File: src/rtl/if_fetch_unit_pkg.sv
// Shared definitions for the instruction-fetch front end.
//   ADDRESS_WIDTH / INST_DATA_WIDTH : default PC and instruction widths
//   PC_STEP                         : byte distance between sequential fetches
//   redirect_src_e / pick_redirect  : redirect source selection (rob > decoder > bp)
package if_fetch_unit_pkg;

    localparam int ADDRESS_WIDTH   = 32;
    localparam int INST_DATA_WIDTH = 32;
    localparam int PC_STEP         = 4;

    typedef enum logic [1:0] {
        SRC_NONE,
        SRC_BP,
        SRC_DECODER,
        SRC_ROB
    } redirect_src_e;

    // The ROB knows the architecturally correct path, so it overrides the
    // decoder, which in turn knows more than the predictor.
    function automatic redirect_src_e pick_redirect(
        input logic rob_en,
        input logic decoder_en,
        input logic bp_en
    );
        if (rob_en)          return SRC_ROB;
        else if (decoder_en) return SRC_DECODER;
        else if (bp_en)      return SRC_BP;
        else                 return SRC_NONE;
    endfunction

endpackage

File: src/rtl/if_fetch_fifo.sv
// Fetch FIFO holding {pc, instruction} pairs between icache and instruction queue.
//   clk_in, rst_in    : clock, asynchronous active-high reset
//   flush             : synchronous clear of all entries (wins over push)
//   push, push_data   : write one entry at the tail
//   pop               : remove the head entry
//   head_data         : current head entry (meaningful only when !empty)
//   empty, count      : occupancy status
// Push and pop together are legal at any occupancy, including full.
module if_fetch_fifo #(
    parameter int WIDTH = 64,
    parameter int DEPTH = 4
) (
    input  logic                         clk_in,
    input  logic                         rst_in,
    input  logic                         flush,
    input  logic                         push,
    input  logic [WIDTH-1:0]             push_data,
    input  logic                         pop,
    output logic [WIDTH-1:0]             head_data,
    output logic                         empty,
    output logic [$clog2(DEPTH+1)-1:0]   count
);

    localparam int PW = $clog2(DEPTH);
    localparam int CW = $clog2(DEPTH+1);

    logic [WIDTH-1:0] mem [DEPTH];
    logic [PW-1:0]    rd_ptr;
    logic [PW-1:0]    wr_ptr;

    assign head_data = mem[rd_ptr];
    assign empty     = (count == '0);

    // NOTE: the storage array is reset so the head outputs read as zero out of
    // reset; a flush only rewinds the pointers and leaves old data in place.
    always_ff @(posedge clk_in or posedge rst_in) begin
        if (rst_in) begin
            for (int i = 0; i < DEPTH; i++) begin
                mem[i] <= '0;
            end
        end else if (push && !flush) begin
            mem[wr_ptr] <= push_data;
        end
    end

    // NOTE: state registers use non-blocking assignments so every register
    // samples the pre-edge values of its neighbours.
    always_ff @(posedge clk_in or posedge rst_in) begin
        if (rst_in) begin
            rd_ptr <= '0;
            wr_ptr <= '0;
            count  <= '0;
        end else if (flush) begin
            rd_ptr <= '0;
            wr_ptr <= '0;
            count  <= '0;
        end else begin
            // DEPTH is a power of two, so the pointers wrap naturally.
            if (push) wr_ptr <= wr_ptr + 1'b1;
            if (pop)  rd_ptr <= rd_ptr + 1'b1;
            count <= count + CW'(push) - CW'(pop);
        end
    end

endmodule

File: src/rtl/if_fetch_unit.sv
// Instruction-fetch front end.
//   clk_in, rst_in, rdy_in           : clock, async active-high reset, global enable
//   if_icache_*/icache_if_*          : pipelined in-order icache request/response
//   if_instqueue_*/instqueue_if_*    : valid/ready delivery of {pc, inst}
//   rob/decoder/bp_if_en_in, *_pc_in : redirect requests, priority rob > decoder > bp
// Keeps the fetch PC, issues up to MAX_OUTSTANDING requests, buffers responses
// in a DEPTH-entry FIFO and discards in-flight responses after a redirect.
module if_fetch_unit
    import if_fetch_unit_pkg::*;
#(
    parameter int                    ADDR_WIDTH      = ADDRESS_WIDTH,
    parameter int                    INST_WIDTH      = INST_DATA_WIDTH,
    parameter int                    DEPTH           = 4,
    parameter int                    MAX_OUTSTANDING = 2,
    parameter logic [ADDR_WIDTH-1:0] RESET_PC        = '0
) (
    input  logic                  clk_in,
    input  logic                  rst_in,
    input  logic                  rdy_in,
    output logic                  if_icache_req_valid_out,
    input  logic                  icache_if_req_ready_in,
    output logic [ADDR_WIDTH-1:0] if_icache_addr_out,
    input  logic                  icache_if_resp_valid_in,
    input  logic [INST_WIDTH-1:0] icache_if_inst_in,
    output logic                  if_instqueue_valid_out,
    input  logic                  instqueue_if_ready_in,
    output logic [INST_WIDTH-1:0] if_instqueue_inst_out,
    output logic [ADDR_WIDTH-1:0] if_instqueue_pc_out,
    input  logic                  rob_if_en_in,
    input  logic [ADDR_WIDTH-1:0] rob_if_pc_in,
    input  logic                  decoder_if_en_in,
    input  logic [ADDR_WIDTH-1:0] decoder_if_pc_in,
    input  logic                  bp_if_en_in,
    input  logic [ADDR_WIDTH-1:0] bp_if_pc_in
);

    localparam int                    CW      = $clog2(DEPTH+1);
    localparam int                    EW      = ADDR_WIDTH + INST_WIDTH;
    localparam logic [CW-1:0]         MAX_C   = CW'(MAX_OUTSTANDING);
    localparam logic [CW:0]           DEPTH_C = (CW+1)'(DEPTH);
    localparam logic [ADDR_WIDTH-1:0] STEP    = ADDR_WIDTH'(PC_STEP);

    logic [ADDR_WIDTH-1:0] pc;
    logic [ADDR_WIDTH-1:0] resp_pc;
    logic [CW-1:0]         outstanding;
    logic [CW-1:0]         stale;
    logic [CW-1:0]         fifo_count;
    logic                  fifo_empty;
    logic [EW-1:0]         fifo_head;

    redirect_src_e         redirect_src;
    logic                  redirect;
    logic [ADDR_WIDTH-1:0] target;
    logic [CW:0]           in_use;
    logic                  issue;
    logic                  resp;
    logic                  push;
    logic                  pop;

    // NOTE: every signal driven here gets a default first so no path through
    // the block leaves it unassigned and infers a latch.
    always_comb begin
        redirect_src = pick_redirect(rob_if_en_in, decoder_if_en_in, bp_if_en_in);
        redirect     = (redirect_src != SRC_NONE) && rdy_in;
        target       = bp_if_pc_in;
        case (redirect_src)
            SRC_ROB:     target = rob_if_pc_in;
            SRC_DECODER: target = decoder_if_pc_in;
            default:     target = bp_if_pc_in;
        endcase
    end

    // Credit: FIFO entries plus live (non-stale) requests in flight must leave
    // room for one more response, so the FIFO can never overflow.
    assign in_use = {1'b0, fifo_count} + {1'b0, outstanding} - {1'b0, stale};

    assign if_icache_req_valid_out = !rst_in && !redirect
                                     && (outstanding < MAX_C)
                                     && (in_use < DEPTH_C);
    assign if_icache_addr_out      = pc;

    assign issue = if_icache_req_valid_out && icache_if_req_ready_in && rdy_in;
    assign resp  = icache_if_resp_valid_in && rdy_in;
    // Responses during a redirect, or owed to an abandoned path, are dropped.
    assign push  = resp && !redirect && (stale == '0);

    assign if_instqueue_valid_out = !rst_in && !fifo_empty && !redirect;
    assign pop                    = if_instqueue_valid_out && instqueue_if_ready_in && rdy_in;
    assign if_instqueue_pc_out    = fifo_head[EW-1:INST_WIDTH];
    assign if_instqueue_inst_out  = fifo_head[INST_WIDTH-1:0];

    always_ff @(posedge clk_in or posedge rst_in) begin
        if (rst_in) begin
            pc          <= RESET_PC;
            resp_pc     <= RESET_PC;
            outstanding <= '0;
            stale       <= '0;
        end else if (rdy_in) begin
            outstanding <= outstanding + CW'(issue) - CW'(resp);
            if (redirect) begin
                pc      <= target;
                resp_pc <= target;
                // Everything still in flight after this edge belongs to the old path.
                stale   <= outstanding - CW'(resp);
            end else begin
                if (issue) pc <= pc + STEP;
                if (resp) begin
                    if (stale != '0) stale   <= stale - 1'b1;
                    else             resp_pc <= resp_pc + STEP;
                end
            end
        end
    end

    if_fetch_fifo #(
        .WIDTH (EW),
        .DEPTH (DEPTH)
    ) u_fifo (
        .clk_in    (clk_in),
        .rst_in    (rst_in),
        .flush     (redirect),
        .push      (push),
        .push_data ({resp_pc, icache_if_inst_in}),
        .pop       (pop),
        .head_data (fifo_head),
        .empty     (fifo_empty),
        .count     (fifo_count)
    );

endmodule
File: config.mk
export PLATFORM = sky130hd
export DESIGN_NAME = if_fetch_unit
export DESIGN_NICKNAME = d
export VERILOG_FILES = /design/src/rtl/if_fetch_unit_pkg.sv /design/src/rtl/if_fetch_fifo.sv /design/src/rtl/if_fetch_unit.sv
export SDC_FILE = /design/constraint.sdc
export NUM_CORES = 1
export LEC_CHECK = 0
export BUFFER_PORTS_ARGS = -buffer_cell sky130_fd_sc_hd__buf_2
export CORE_MARGIN = 10
export CORE_UTILIZATION = 55
export DETAILED_ROUTE_END_ITERATION = 10
export GPL_ROUTABILITY_DRIVEN = 0
export PLACE_DENSITY_LB_ADDON = 0.25
export SYNTH_ARGS = -nofsm -noshare
export SYNTH_HDL_FRONTEND = slang
export SYNTH_SLANG_ARGS = --single-unit
File: constraint.sdc
create_clock -name clk_in -period 11.9 [get_ports clk_in]
set_clock_uncertainty 0.15 [all_clocks]
set_input_delay 1.785 -clock clk_in [delete_from_list [all_inputs] [get_ports clk_in]]
set_output_delay 1.785 -clock clk_in [all_outputs]
set_load 0.01 [all_outputs]
# Word-level counts from Yosys, hierarchy flattened
# Index checks and enable logic that the tools add are counted.
# W data, S select, Z words.
[word_totals]
reg_bits = 333
word_cells = 86
out_inout_bits = 98
[op_classes]
mux = 23
n_reduce_logical = 30
bitwise_logic = 2
add_sub_neg = 12
eq_ne = 3
n_lt_le_gt_ge = 5
[ops]
columns = ["operator", "n"]
rows = [
  ["$bwmux W256", 1],
  ["$mux W64", 3],
  ["$mux W32", 5],
  ["$bmux W64 S2", 1],
  ["$demux W64 S2", 1],
  ["$add A32 B3 Y32 const B", 2],
  ["$pmux W32 S2", 1],
  ["$logic_and A1 B1 Y1", 15],
  ["$mux W2", 6],
  ["$mux W3", 4],
  ["$reduce_bool A2 Y1", 6],
  ["$sub A3 B1 Y3", 3],
  ["$add A3 B1 Y3", 2],
  ["$ge A3 B3 Y1 const B", 2],
  ["$logic_not A3 Y1", 2],
  ["$not A2 Y3", 2],
  ["$reduce_and A3 Y1", 2],
  ["$add A2 B1 Y2 const B", 2],
  ["$add A3 B3 Y4", 1],
  ["$eq A2 B2 Y1 const B", 2],
  ["$lt A4 B3 Y1 const B", 1],
  ["$sub A4 B3 Y4", 1],
  ["$logic_not A1 Y1", 3],
  ["$lt A3 B1 Y1 const B", 1],
  ["6 further kinds", 6],
]

# Logic depth before layout (Yosys ltp)
[depth]
depth_word = 13
ltp_mapped = 17

# By module
# From an unflattened synthesis, not the netlist that was laid out.
[hier_totals]
cells_unflattened = 1236
area_unflattened_um2 = 17640.7
[by_module_without_submodules]
columns = ["module", "area_each_um2", "instances", "cells_per_inst"]
rows = [
  ["if_fetch_fifo", 12577.1, 1, 659],
  ["if_fetch_unit", 5063.6, 1, 577],
]

# Worst setup path after synthesis
# OpenSTA, ideal clock, no wires.
[synth_timing]
kind = "input-to-output"
from = "in decoder_if_en_in"
to = "out if_instqueue_valid_out"
path_slack_ps = 6971
t_required_ps = 9965
cell_stages = 5
arrival_time_ps = 2994
n_path_buf = 3
cell_sequence = "buf_4 > o31a_1 > clkbuf_1 > clkbuf_1 > nor3_1"
[synth_via]
elab_chain_cells = 6
[synth_lines]
columns = ["element", "line", "source"]
rows = [
  ["start: declaration", "if_fetch_unit.sv:31", "input logic decoder_if_en_in,"],
  ["$mux W2", "if_fetch_unit_pkg.sv:26", "else if (decoder_en) return SRC_DECODER;"],
  ["$mux W2", "if_fetch_unit_pkg.sv:25", "if (rob_en) return SRC_ROB;"],
  ["$reduce_bool A2 Y1", "if_fetch_unit.sv:64", "redirect = (redirect_src != SRC_NONE) && rdy_in;"],
  ["$logic_and A1 B1 Y1", "if_fetch_unit.sv:64", ""],
  ["$logic_not A1 Y1", "if_fetch_unit.sv:87", "assign if_instqueue_valid_out = !rst_in && !fifo_empty && !redirect;"],
  ["$logic_and A1 B1 Y1", "if_fetch_unit.sv:87", ""],
  ["end: declaration", "if_fetch_unit.sv:25", "output logic if_instqueue_valid_out,"],
]
# No other way between the ends.

# Worst setup path in the final report
[layout_timing]
from = "in decoder_if_en_in"
to = "out if_icache_req_valid_out"
[layout_via]
elab_chain_cells = 8
[layout_lines]
columns = ["element", "line", "source"]
rows = [
  ["$mux W2", "if_fetch_unit_pkg.sv:26", ""],
  ["$mux W2", "if_fetch_unit_pkg.sv:25", ""],
  ["$reduce_bool A2 Y1", "if_fetch_unit.sv:64", ""],
  ["$logic_and A1 B1 Y1", "if_fetch_unit.sv:64", ""],
  ["$logic_not A1 Y1", "if_fetch_unit.sv:77", "assign if_icache_req_valid_out = !rst_in && !redirect"],
  ["$logic_and A1 B1 Y1", "if_fetch_unit.sv:77", ""],
  ["$logic_and A1 B1 Y1", "if_fetch_unit.sv:78", "&& (outstanding < MAX_C)"],
  ["$logic_and A1 B1 Y1", "if_fetch_unit.sv:79", "&& (in_use < DEPTH_C);"],
  ["end: declaration", "if_fetch_unit.sv:20", "output logic if_icache_req_valid_out,"],
]
# No other way between the ends.

==> impl_metrics.toml <==
[pwr]
ir_worst_vdd_v = 0.00008362
power.leakage_uw = 0.009153
p_per_area_nw_per_um2 = 163.1

[critical_path]
crit_path_max_fanout = 35
rr_startpoint = "outstanding[1]$_DFFE_PP0P_"
ff2ff_path_depth = 15
cp-startpoint = "decoder_if_en_in"
worstSetupPathType = "in -> out"
critPathBufInv = 4
crit_family = "buffers and inverters"
r2r_slack_ns = 7.96
path_cells = "buf_2, buf_4, o31a_1, buf_4, nor2_1, buf_2"
max_stage_delay_ns = 0.62
worst_ep_arrival_time_ns = 3.50
cp.depth = 6
cp-start-kind = "input port"
cp.required_ns = 9.97
cp_slowest_cell = "o31a_1"
endpoint = "if_icache_req_valid_out"
r2r-end = "outstanding[2]$_DFFE_PP0P_"
endpoint_kind = "primary output"

[synthesis]
synth_top_area_share_pct = 50.72
avgSynthCellArea_um2 = 12.83
synth_warnings = 0
synth_fp_nets = 1432
synth_area_um2 = 16330
async_flop_share_pct = 100.0
seq_area_frac_synth_pct = 50.72
yosys.cell_types.count = 60
synthCells = 1273
ys_seq_elements = 331
yosys_most_used_dff = "dfrtp_1"
synth_area_leaders = "dfrtp_1 (51%), mux2_2 (17%), mux4_2 (8.8%), nand2_1 (1.9%), a21oi_1 (1.7%)"
synth-edff-count = 0
yosys.area.top_type = "dfrtp_1"

[cells_and_area]
nFillCells = 2254
final_util_pct = 64.43
regArea_um2 = 8288
multi_input_area_um2 = 7548
layout_commonest_cell = "dfrtp_1"
area_growth_pct = 16.32
antenna_cells = 0
num-nets-final = 1630
drive_above_1_share_pct = 43.01
final_cell_mix = "dfrtp_1 (329), mux2_2 (249), buf_2 (234)"

[clock_tree]
clockBufferDepth = 3
h-tree-depth = 2
insertion_delay_ns = 0.52
cts_num_sinks = 331
hold_buffers = 0
cts_inserted_buffers = 36
root_buffer = "clkbuf_16"
cts_resized = 0
clk_pin_slew_ns = 0.06
postCtsSetupBuffers = 0
cts_tree = "built"

[hold_path]
holdCritPathClass = "reg -> reg"

[global_route]
busiest_layer = "met2"
met2_usage_pct = 35.66
grt_antenna_before_repair = 1
grt_pass1_wl_um = 64670
grt_start_max_net_pins = 141
met1_usage_pct = 29.00
grt_overflow_total = 0
grt_pass1_vias = 11850
grt_usage_pct = 21.78
grt_use_met3_pct = 5.078

[die]
io_pins = 235
core_um2 = 29480
fp-row-count = 63
dieWidth_um = 192.3
start_util_pct = 55.39
die_y_um = 192.3
die_area_um2 = 36990

[timing]
hold_viol_final = 0
slew_headroom_pct = 31.21
setup_viol = 0
fmax_ghz = 0.1840
worst_pin_slew_ns = 1.032
tns_ns = 0
grt_setup_unrepaired = "false"
final.period_utilization_pct = 45.67
slew_viol_final = 0
period_minus_slack_ns = 5.435

[detailed_routing]
viasPerCell = 5.883
drc = 0
wl_um = 39600
num_vias = 11090
ant_nets = 0
wl_per_cell_um = 21.01
dr.pass1.iters = 5
dr.first_iter.drc_count = 743

[placement]
io_buffers = 234
place_hpwl_um = 26800

[status]
status = "completed"

[job]
cap_viol_max_count = 0
==> cells in the mapped netlist, types with 15 or more instances <==
master / n
nor2_1: 28
clkbuf_1: 27
nand2_1: 81
buf_2: 45
ha_1: 18
dfrtp_1: 331
nand3_1: 36
nor3_1: 15
a31oi_1: 20
inv_1: 29
a21oi_1: 56
mux2_2: 249
mux4_2: 64
nand2b_1: 23
mux2i_1: 25
xnor2_1: 18
o21ai_0: 46
==> worst register-to-register path, stage by stage (launching register included) <==
cell,delay (ns)
dfrtp_1,0.40
inv_1,0.11
fa_1,0.55
inv_1,0.04
ha_1,0.29
and3b_4,0.19
nor4_4,0.51
o211a_4,0.29
inv_2,0.14
ha_1,0.31
inv_1,0.05
ha_1,0.12
inv_1,0.05
fa_1,0.38
xnor2_1,0.16
a21oi_1,0.08
==> through the flow <==
| step | setup slack (ns) | total power, µW | instance area [µm²] | hold slack, ns | instances |
|---|---|---|---|---|---|
| global route | 6.353 | 3257 | 19000 | 0.3505 | 1885 |
| finish | 6.465 | 3099 | 19000 | 0.3289 | 1885 |
| global placement | 6.477 | 1915 | 17720 | 0.3073 | 1823 |
| floorplan | 0.7969 | 1715 | 16330 | 0.2946 | 1273 |
| CTS | 6.478 | 3132 | 19000 | 0.3292 | 1885 |
| detailed placement | 6.475 | 1935 | 17720 | 0.3155 | 1823 |
==> cells by family (layout without fill, tap and decap cells) <==
group / Yosys count / count (layout) / share of synthesized area [%]
xor+xnor: 26 / 26 / 1.394
mux: 338 / 338 / 27.53
fa+ha+maj: 22 / 22 / 1.869
simple gates: 257 / 257 / 8.328
flops: 331 / 331 / 50.72
buf+inv: 119 / 341 / 3.172
compound gates: 180 / 180 / 6.988
==> layer usage <==
layer | share of wire [%] | vias to the layer above
li1 | - | 5092
met1 | 43 | 5599
met2 | 48 | 332
met3 | 6.4 | 65
met4 | 2.0 | 2
met5 | 0.033 | -
==> power by group <==
| group | switching [µW] | internal (µW) | total, µW |
|---|---|---|---|
| Combinational | 297 | 278 | 575 |
| Sequential | 99.6 | 1230 | 1330 |
| Clock | 441 | 748 | 1190 |
==> flip-flops by register name (all words and copies together), names as in the netlist <==
name,flops
outstanding,3
stale,3
resp_pc,31
if_icache_addr_out,31
u_fifo.count,3
u_fifo.wr_ptr,2
u_fifo.rd_ptr,2
u_fifo.mem,256
==> worst min path at each step <==
stage	startpoint	to	slack, ns	depth (start not counted)
6_report	u_fifo.mem[106]$_DFFE_PP0P_	u_fifo.mem[106]$_DFFE_PP0P_	0.33	2
5_1_grt	u_fifo.mem[234]$_DFFE_PP0P_	u_fifo.mem[234]$_DFFE_PP0P_	0.35	2
4_1_cts	u_fifo.mem[50]$_DFFE_PP0P_	u_fifo.mem[50]$_DFFE_PP0P_	0.33	2
3_5_place_dp	u_fifo.mem[50]$_DFFE_PP0P_	u_fifo.mem[50]$_DFFE_PP0P_	0.32	2
3_3_place_gp	u_fifo.mem[50]$_DFFE_PP0P_	u_fifo.mem[50]$_DFFE_PP0P_	0.31	2
2_1_floorplan	u_fifo.mem[106]$_DFFE_PP0P_	u_fifo.mem[106]$_DFFE_PP0P_	0.29	2
==> area by class of cell <==
class,count,area share [%]
Sequential cell,331,43.63
Multi-Input combinational cell,823,39.74
Timing Repair Buffer,247,6.679
Clock buffer,49,5.533
Tap cell,390,2.569
Clock inverter,13,1.179
Inverter,32,0.6718
No activity file was read; power rests on OpenSTA's default activity.
